--- config.mk ---
export PLATFORM = sky130hd
export DESIGN_NAME = updown_modk_counter
export DESIGN_NICKNAME = d
export VERILOG_FILES = /design/src/rtl/updown_counter_pkg.sv /design/src/rtl/updown_modk_counter_prescaler.sv /design/src/rtl/updown_modk_counter.sv
export SDC_FILE = /design/constraint.sdc
export NUM_CORES = 1
export LEC_CHECK = 0
export ABC_AREA = 0
export BUFFER_PORTS_ARGS = -buffer_cell sky130_fd_sc_hd__buf_2
export CAP_MARGIN = 20
export CORE_AREA = 2 2 39 41
export CTS_BUF_LIST = sky130_fd_sc_hd__clkbuf_8 sky130_fd_sc_hd__clkbuf_16
export CTS_CLUSTER_DIAMETER = 40
export DETAILED_ROUTE_END_ITERATION = 7
export DIE_AREA = 0 0 41 43
export PLACE_DENSITY_LB_ADDON = 0.1
export SLEW_MARGIN = 15
export SYNTH_ARGS = -nofsm -noshare
export SYNTH_HDL_FRONTEND = slang
export SYNTH_SLANG_ARGS = --single-unit
--- constraint.sdc ---
create_clock -name Clock -period 2.9 [get_ports Clock]
set_clock_uncertainty 0.05 [all_clocks]
set_input_delay 0.29 -clock Clock [delete_from_list [all_inputs] [get_ports Clock]]
set_output_delay 0.29 -clock Clock [all_outputs]
set_load 0.02 [all_outputs]
--- src/rtl/updown_counter_pkg.sv ---
// rtl/updown_counter_pkg.sv - shared constants and parameter helpers for updown_modk_counter
package updown_counter_pkg;

  localparam logic MODE_WRAP    = 1'b0;
  localparam logic MODE_ONESHOT = 1'b1;

  function automatic bit params_ok(int n, int k, int p);
    return (n >= 1) && (n <= 30) && (k >= 2) && (k <= (1 << n)) && (p >= 1);
  endfunction

  // Prescaler counter width for a given ratio: clog2(P+1).
  function automatic int pw(int p);
    return $clog2(p + 1);
  endfunction

endpackage

--- src/rtl/updown_modk_counter_prescaler.sv ---
// rtl/updown_modk_counter_prescaler.sv - counts EN-high cycles modulo P, tick on every P-th
module modk_prescaler
  import updown_counter_pkg::*;
#(
  parameter int P = 1
) (
  input  logic Clock,
  input  logic Reset_n,
  input  logic clr,
  input  logic EN,
  output logic tick
);

  localparam int PW = pw(P);
  localparam logic [PW-1:0] LAST = PW'(P - 1);

  logic [PW-1:0] cnt;

  // tick is combinational so the P-th enabled cycle steps the counter on that same edge
  assign tick = (cnt == LAST);

  always_ff @(posedge Clock) begin
    if (!Reset_n || clr) begin
      cnt <= '0;
    end else if (EN) begin
      cnt <= tick ? '0 : cnt + 1'b1;
    end
  end

endmodule

--- src/rtl/updown_modk_counter.sv ---
// rtl/updown_modk_counter.sv - N-bit mod-K up/down counter; UDCOUNTER_PRESCALE_EN adds an EN prescaler
module updown_modk_counter
  import updown_counter_pkg::*;
#(
  parameter int N = 4,
  parameter int K = 10,
  parameter int P = 1
) (
  input  logic         Clock,
  input  logic         Reset_n,
  input  logic         EN,
  input  logic         Up,
  input  logic         Load,
  input  logic [N-1:0] D,
  input  logic         Mode,
  output logic [N-1:0] Q,
  output logic         Cout,
  output logic         Done
);

  generate
    if (!params_ok(N, K, P)) begin : g_bad_params
      $error("updown_modk_counter: illegal N/K/P");
    end
  endgenerate

  localparam logic [N-1:0] KM1   = N'(K - 1);
  localparam logic [N:0]   K_EXT = (N + 1)'(K);

  logic       tick;
  logic       step;
  logic       at_term;
  logic [N:0] q_step;

`ifdef UDCOUNTER_PRESCALE_EN
  modk_prescaler #(.P(P)) u_prescaler (
    .Clock   (Clock),
    .Reset_n (Reset_n),
    .clr     (Load),
    .EN      (EN),
    .tick    (tick)
  );
`else
  assign tick = 1'b1;
`endif

  assign step   = EN & tick & ~Done;
  assign q_step = Up ? ({1'b0, Q} + 1'b1) : ({1'b0, Q} - 1'b1);
  // Going down, the borrow out of the extra bit marks Q==0.
  assign at_term = Up ? (Q == KM1) : q_step[N];

  always_ff @(posedge Clock) begin
    if (!Reset_n) begin
      Q    <= '0;
      Cout <= 1'b0;
      Done <= 1'b0;
    end else if (Load) begin
      Q    <= ({1'b0, D} < K_EXT) ? D : KM1;
      Cout <= 1'b0;
      Done <= 1'b0;
    end else if (step) begin
      if (at_term) begin
        Cout <= 1'b1;
        if (Mode == MODE_ONESHOT) begin
          Done <= 1'b1;
        end else begin
          Q <= Up ? '0 : KM1;
        end
      end else begin
        Q    <= q_step[N-1:0];
        Cout <= 1'b0;
      end
    end else begin
      Cout <= 1'b0;
    end
  end

endmodule

# Word level (Yosys, flattened, before mapping)
# Cells that the tools add are included.
# Widths: inputs -> output; s select.
[totals]
register_bits = 6
in_bits = 10
out_inout_bits = 6
wordCells = 26
[op_classes]
addsub = 2
magnitude_cmp = 1
n_eq_ne = 2
n_mux = 9
bitwise_logic = 4
reduce_logical = 5
[ops]
columns = ["op", "n"]
rows = [
  ["$mux 4", 6],
  ["$add 4x1->5 const B", 1],
  ["$mux 5", 1],
  ["$sub 4x1->5 const B", 1],
  ["$eq 4x4->1 const B", 1],
  ["$lt 4x4->1 const B", 1],
  ["$ne 3x3->1 const B", 1],
  ["$not 1->1", 3],
  ["$reduce_and 3->1", 1],
  ["$reduce_or 3->1", 1],
  ["$mux 1", 2],
  ["$reduce_and 2->1", 1],
  ["$reduce_bool 2->1", 1],
  ["$reduce_or 2->1", 1],
  ["$and 1x1->1", 1],
]

# Depth between registers and ports, before layout
[depth]
word_depth = 6
depth_mapped = 7
ltp_nobuf = 7

# Least setup slack after synthesis
# Ideal clock, no wire load.
[synth_path]
path_kind = "flip-flop to flip-flop"
start = "reg Q[3]"
end = "reg Q[3]"
setup_ps = 119
arrival_time_ps = 1490
required_ps = 2731
path_slack_ps = 1241
stages_incl_launch_ff = 7
n_path_buf = 0
period_less_slack_ps = 1659
cell_sequence = "dfxtp_1 > ha_1 > a211oi_2 > and4_4 > nor2_2 > o221ai_1 > nor2_1"
[synth_between]
elab_chain_len = 6
elab_cells_between_ends = 10
classes_between = "add/sub (2); eq/ne (2); mux (5); reduce/logical (1)"
[synth_rtl]
columns = ["element", "line_no", "rtl"]
rows = [
  ["from (decl)", "updown_modk_counter.sv:16", "output logic [N-1:0] Q,"],
  ["from (signal assigned)", "updown_modk_counter.sv:58", "Q <= ({1'b0, D} < K_EXT) ? D : KM1;"],
  ["from (signal assigned)", "updown_modk_counter.sv:67", "Q <= Up ? '0 : KM1;"],
  ["from (signal assigned)", "updown_modk_counter.sv:70", "Q <= q_step[N-1:0];"],
  ["$sub 4x1->5 / $add 4x1->5 (equally long branches)", "updown_modk_counter.sv:48", "assign q_step = Up ? ({1'b0, Q} + 1'b1) : ({1'b0, Q} - 1'b1);"],
  ["$mux 5", "updown_modk_counter.sv:48", ""],
  ["$mux 1", "updown_modk_counter.sv:50", "assign at_term = Up ? (Q == KM1) : q_step[N];"],
  ["$mux 4", "updown_modk_counter.sv:62", "if (at_term) begin"],
  ["$mux 4", "updown_modk_counter.sv:61", "end else if (step) begin"],
  ["$mux 4", "updown_modk_counter.sv:57", "end else if (Load) begin"],
]
# Several ways; a longest one is shown, not always the timed one. The select of a mux whose other input is x is not followed.
# A chain may end at the register's enable or synchronous reset.

# Final worst setup path
[layout_path]
start = "reg Q[0]"
end = "reg Q[3]"
# Same word-level chain as after synthesis.

==> summary.md <==
After synthesis, the cell types taking the most area are sky130_fd_sc_hd__dfxtp_1, sky130_fd_sc_hd__ha_1, sky130_fd_sc_hd__nand3b_1. After clock tree synthesis, the clock-pin slew on the worst setup and hold paths is 0.04 ns. The run gives 0 as the remaining antenna violation count after routing. Synthesis handed over a netlist of 52 instances. The slowest stage of the critical path is the sky130_fd_sc_hd__fa_1 cell. Of the total synthesized cell area, the portion taken by full adders, half adders and majority gates is 12.3%.

The final weighted congestion in routability-driven placement is 0.787, and the number of search-and-repair iterations in the first detailed-routing pass is 4. The HPWL after detailed placement is 835 um, and the biggest fanout along the worst timing path is 6. The ratio of total power to cell area was 511 nW/um2; the average vias per placed instance was 5.10. The setup path with the least slack is of type reg -> reg. The number of post-CTS setup repair buffers was 0. The die is 43 um tall.

The logs give 1050 um for the routed wire length and 2 for the number of buffers on the longest clock path. The max-slew headroom at the worst pin came out at 83.0%. Of the post-synthesis cell area, the part taken by muxes is 0%. The slack of the worst reg-to-reg path was 1.22 ns. The tools report the final-report max-slew violation count as 0.

The final number of hold-violating endpoints was 0. Setup repair after global routing left no endpoint under its margin. After detailed routing, the number of remaining DRC violations is 0. The quantity of I/O buffers inserted on ports works out to 15. Combined global-route utilization of all metal layers: 15.2%. The launching point of the worst reg2reg path was Q[0]. Across the run, the number of max-cap violations was 0.

Synthesis instantiated 34 different standard cells from the library. Entering global routing, the biggest net connects 7 pins. The tree built by TritonCTS fans out to 6 sinks. The total inserted antenna cells was 0.

The floorplan step defined a core boundary enclosing 1380 um2. The wire length of the first global-routing pass was 1790 um; the initial standard-cell utilization of the core was 33.9%. The run gives 1 as the depth of the CTS H-tree. The flip-flop and latch count after synthesis is 6, and the number of gates resized after CTS is 0. Of the post-synthesis cell area, the dominant cell type holds 25.6%.

For the total grt overflow, the log shows 0. During I/O placement, the number of pins put on the boundary was 16. Synthesis produced a netlist with a net count of 66. The die covers 1760 um2. The highest attainable clock frequency was 596 MHz; the required time reported for the critical path endpoint was 2.96 ns. For the worst flop-to-flop path, the logic depth is 6. For the final routed database, the setup TNS stands at 0 ns.

The tools report the capture instance of the worst register-to-register path as Q[3]. The smallest clock period supported by the final layout is computed as 1.68 ns. In this run the static leakage power is 0.000281 uW. The clock tree root buffer cell is sky130_fd_sc_hd__clkbuf_8.

The horizontal extent of the die was 41 um. Summed over all instances, the cell type with the most area after synthesis is sky130_fd_sc_hd__dfxtp_1. STA classifies the critical path endpoint as a flop. After synthesis, flip-flops and latches occupy 25.6% of the total area. After synthesis, the largest family of logic cells by area is simple AND/OR/NAND/NOR gates. In the final routed layout, each cell accounts on average for 12.2 um.

The total clock buffers created by CTS came out at 3. Walking the worst path, the cells encountered are fa_1, nand3_1, and4_4, nor2_2, o221ai_1, nor2_1. The initial detailed-routing violation count is 6, and the number of nets at the end of the flow is 86. Counting instances, the worst hold path has a depth of 2. After Yosys synthesis, XOR and XNOR cells account for 3.73% of the synthesized area. The worst stage delay on the critical path works out to 0.47 ns. The flow ran to the end, and the final reports show no timing, DRC or antenna violations. The type of the tightest min-delay check is in -> reg.

The post-route clock period utilization works out to 57.8%. The simple-gate share of the synthesized area was 29.1%. STA puts the critical path data arrival time at 1.73 ns. The synthesized netlist devotes 26.1% of its cell area to compound gates.

The later pin in the worst-skew pair is clocked with a latency of 0.23 ns. After floorplanning, the core was divided into 14 placement rows. Averaged over all synthesized cells, the footprint is 9.02 um2. STA classifies the critical path startpoint as a flop. The origin of the worst min-delay path is Load. Final core utilization: 43.8%. For the pin with the worst max-slew slack, the measured transition is 0.255 ns. After clock tree synthesis, the flow added hold-fix buffers numbering 0. TritonCTS built the clock tree.

The run gives 0 as the final count of negative-setup-slack endpoints. The number of antenna violations at the first check in global routing is 0, and the via count of the first global-routing pass is 416. The tools report the worst hold endpoint as Done.

The count of synthesis-stage warnings from yosys came out at 0. The area growth from synthesis to layout is 29.1%. The share of post-route cells with drive strength above 1 is 38.6%, and the total number of vias is 439. The tools report the maximum VDD drop as 0.321 mV. The critical path starts at Q[0]. After synthesis the cells add up to 469 um2. For the fill cell instance count of the final layout, the log shows 139.
per-layer routing:
layer / vias up / GRT usage [%] / wire (um)
met1: 194 / 21.9 / 483
li1: 232 / - / -
met2: 13 / 20.3 / 486
met5: - / 0 / 0
met4: 0 / 2.00 / 0
met3: 0 / 7.85 / 75
area by class of cell:
cell class	count	area [um2]	area share [%]
multi-input cells	42	334	55.2
flip-flops and latches	6	120	19.8
repair buffers	15	75.1	12.4
clock buffers	3	41.3	6.82
well taps	16	20.0	3.31
inverters	4	15.0	2.48
kinds of logic after synthesis:
logic type                 Yosys count
buffers and inverters                4
and+or+nand+nor                     21
DFF                                  6
xor gates and xnor gates             2
AOI/OAI and AO/OA                   15
adders and majority gates            4
registers in the layout, summed over array words and instances, names as in the netlist:
register and flops:
Q 4, Done 1, Cout 1
Yosys cell counts:
| cell type | n |
|---|---|
| sky130_fd_sc_hd__and3_1 | 1 |
| sky130_fd_sc_hd__nand2_2 | 1 |
| sky130_fd_sc_hd__nand2_1 | 3 |
| sky130_fd_sc_hd__inv_1 | 3 |
| sky130_fd_sc_hd__a21boi_1 | 1 |
| sky130_fd_sc_hd__nor2_2 | 1 |
| sky130_fd_sc_hd__nor3b_1 | 1 |
| sky130_fd_sc_hd__o32ai_2 | 1 |
| sky130_fd_sc_hd__nand3_1 | 1 |
| sky130_fd_sc_hd__a211oi_2 | 1 |
| sky130_fd_sc_hd__and2_1 | 2 |
| sky130_fd_sc_hd__or2_1 | 1 |
| sky130_fd_sc_hd__o211ai_1 | 1 |
| sky130_fd_sc_hd__ha_1 | 3 |
| sky130_fd_sc_hd__nor3_1 | 1 |
| sky130_fd_sc_hd__o221ai_2 | 1 |
| sky130_fd_sc_hd__dfxtp_1 | 6 |
| sky130_fd_sc_hd__a31oi_1 | 3 |
| sky130_fd_sc_hd__nand2b_1 | 1 |
| sky130_fd_sc_hd__nand2b_4 | 1 |
| sky130_fd_sc_hd__and4_4 | 1 |
| sky130_fd_sc_hd__o21a_1 | 1 |
| sky130_fd_sc_hd__xnor2_1 | 1 |
| sky130_fd_sc_hd__nand3b_1 | 3 |
| sky130_fd_sc_hd__nand4_1 | 1 |
| sky130_fd_sc_hd__xor2_1 | 1 |
| sky130_fd_sc_hd__a21oi_1 | 2 |
| sky130_fd_sc_hd__o21ai_0 | 2 |
| sky130_fd_sc_hd__a21o_2 | 1 |
| sky130_fd_sc_hd__nor2_1 | 1 |
| sky130_fd_sc_hd__o221ai_1 | 1 |
| sky130_fd_sc_hd__fa_1 | 1 |
| sky130_fd_sc_hd__nor2b_1 | 1 |
| sky130_fd_sc_hd__inv_2 | 1 |
per-stage QoR:
step | hold slack [ns] | total power, uW | std cells | instance area (um2) | setup WS (ns)
after floorplan | 0.316 | 155 | 52 | 469 | 1.24
after global placement | 0.515 | 182 | 83 | 564 | 1.10
after detailed placement | 0.502 | 182 | 83 | 564 | 1.11
after CTS | 0.278 | 313 | 86 | 606 | 1.23
after global routing | 0.291 | 331 | 86 | 606 | 1.11
final | 0.274 | 309 | 86 | 606 | 1.22
layout by cell type, fill, tap and decap left out, types with 2 or more instances in the layout:
cell / count
sky130_fd_sc_hd__a21oi_1: 2
sky130_fd_sc_hd__inv_1: 3
sky130_fd_sc_hd__o21ai_0: 2
sky130_fd_sc_hd__dfxtp_1: 6
sky130_fd_sc_hd__and2_1: 2
sky130_fd_sc_hd__clkbuf_8: 3
sky130_fd_sc_hd__nand3b_1: 3
sky130_fd_sc_hd__nand2_1: 3
sky130_fd_sc_hd__buf_2: 15
sky130_fd_sc_hd__ha_1: 3
sky130_fd_sc_hd__a31oi_1: 3
how the worst max path moves through the flow:
stage	end	slack, ns	cells past startpoint
after floorplan	Q[3]	1.24	6
after global placement	Q[1]	1.10	8
after detailed placement	Q[1]	1.11	8
after CTS	Q[3]	1.23	6
after global routing	Q[3]	1.11	6
final	Q[3]	1.22	6
worst max-delay path: cells and delay by family, from the launching register on:
kind	cells	cell delay, ns
DFF	1	0.36
adders and majority gates	1	0.47
and+or+nand+nor	4	0.50
AOI/OAI and AO/OA	1	0.18
report_power, final:
part           switching [uW]  total (uW)  internal, uW
Combinational            46.6        83.4          36.8
Sequential               7.83        97.1          89.3
Clock                    39.4         129          89.5
(Power assumes the default switching activity.)
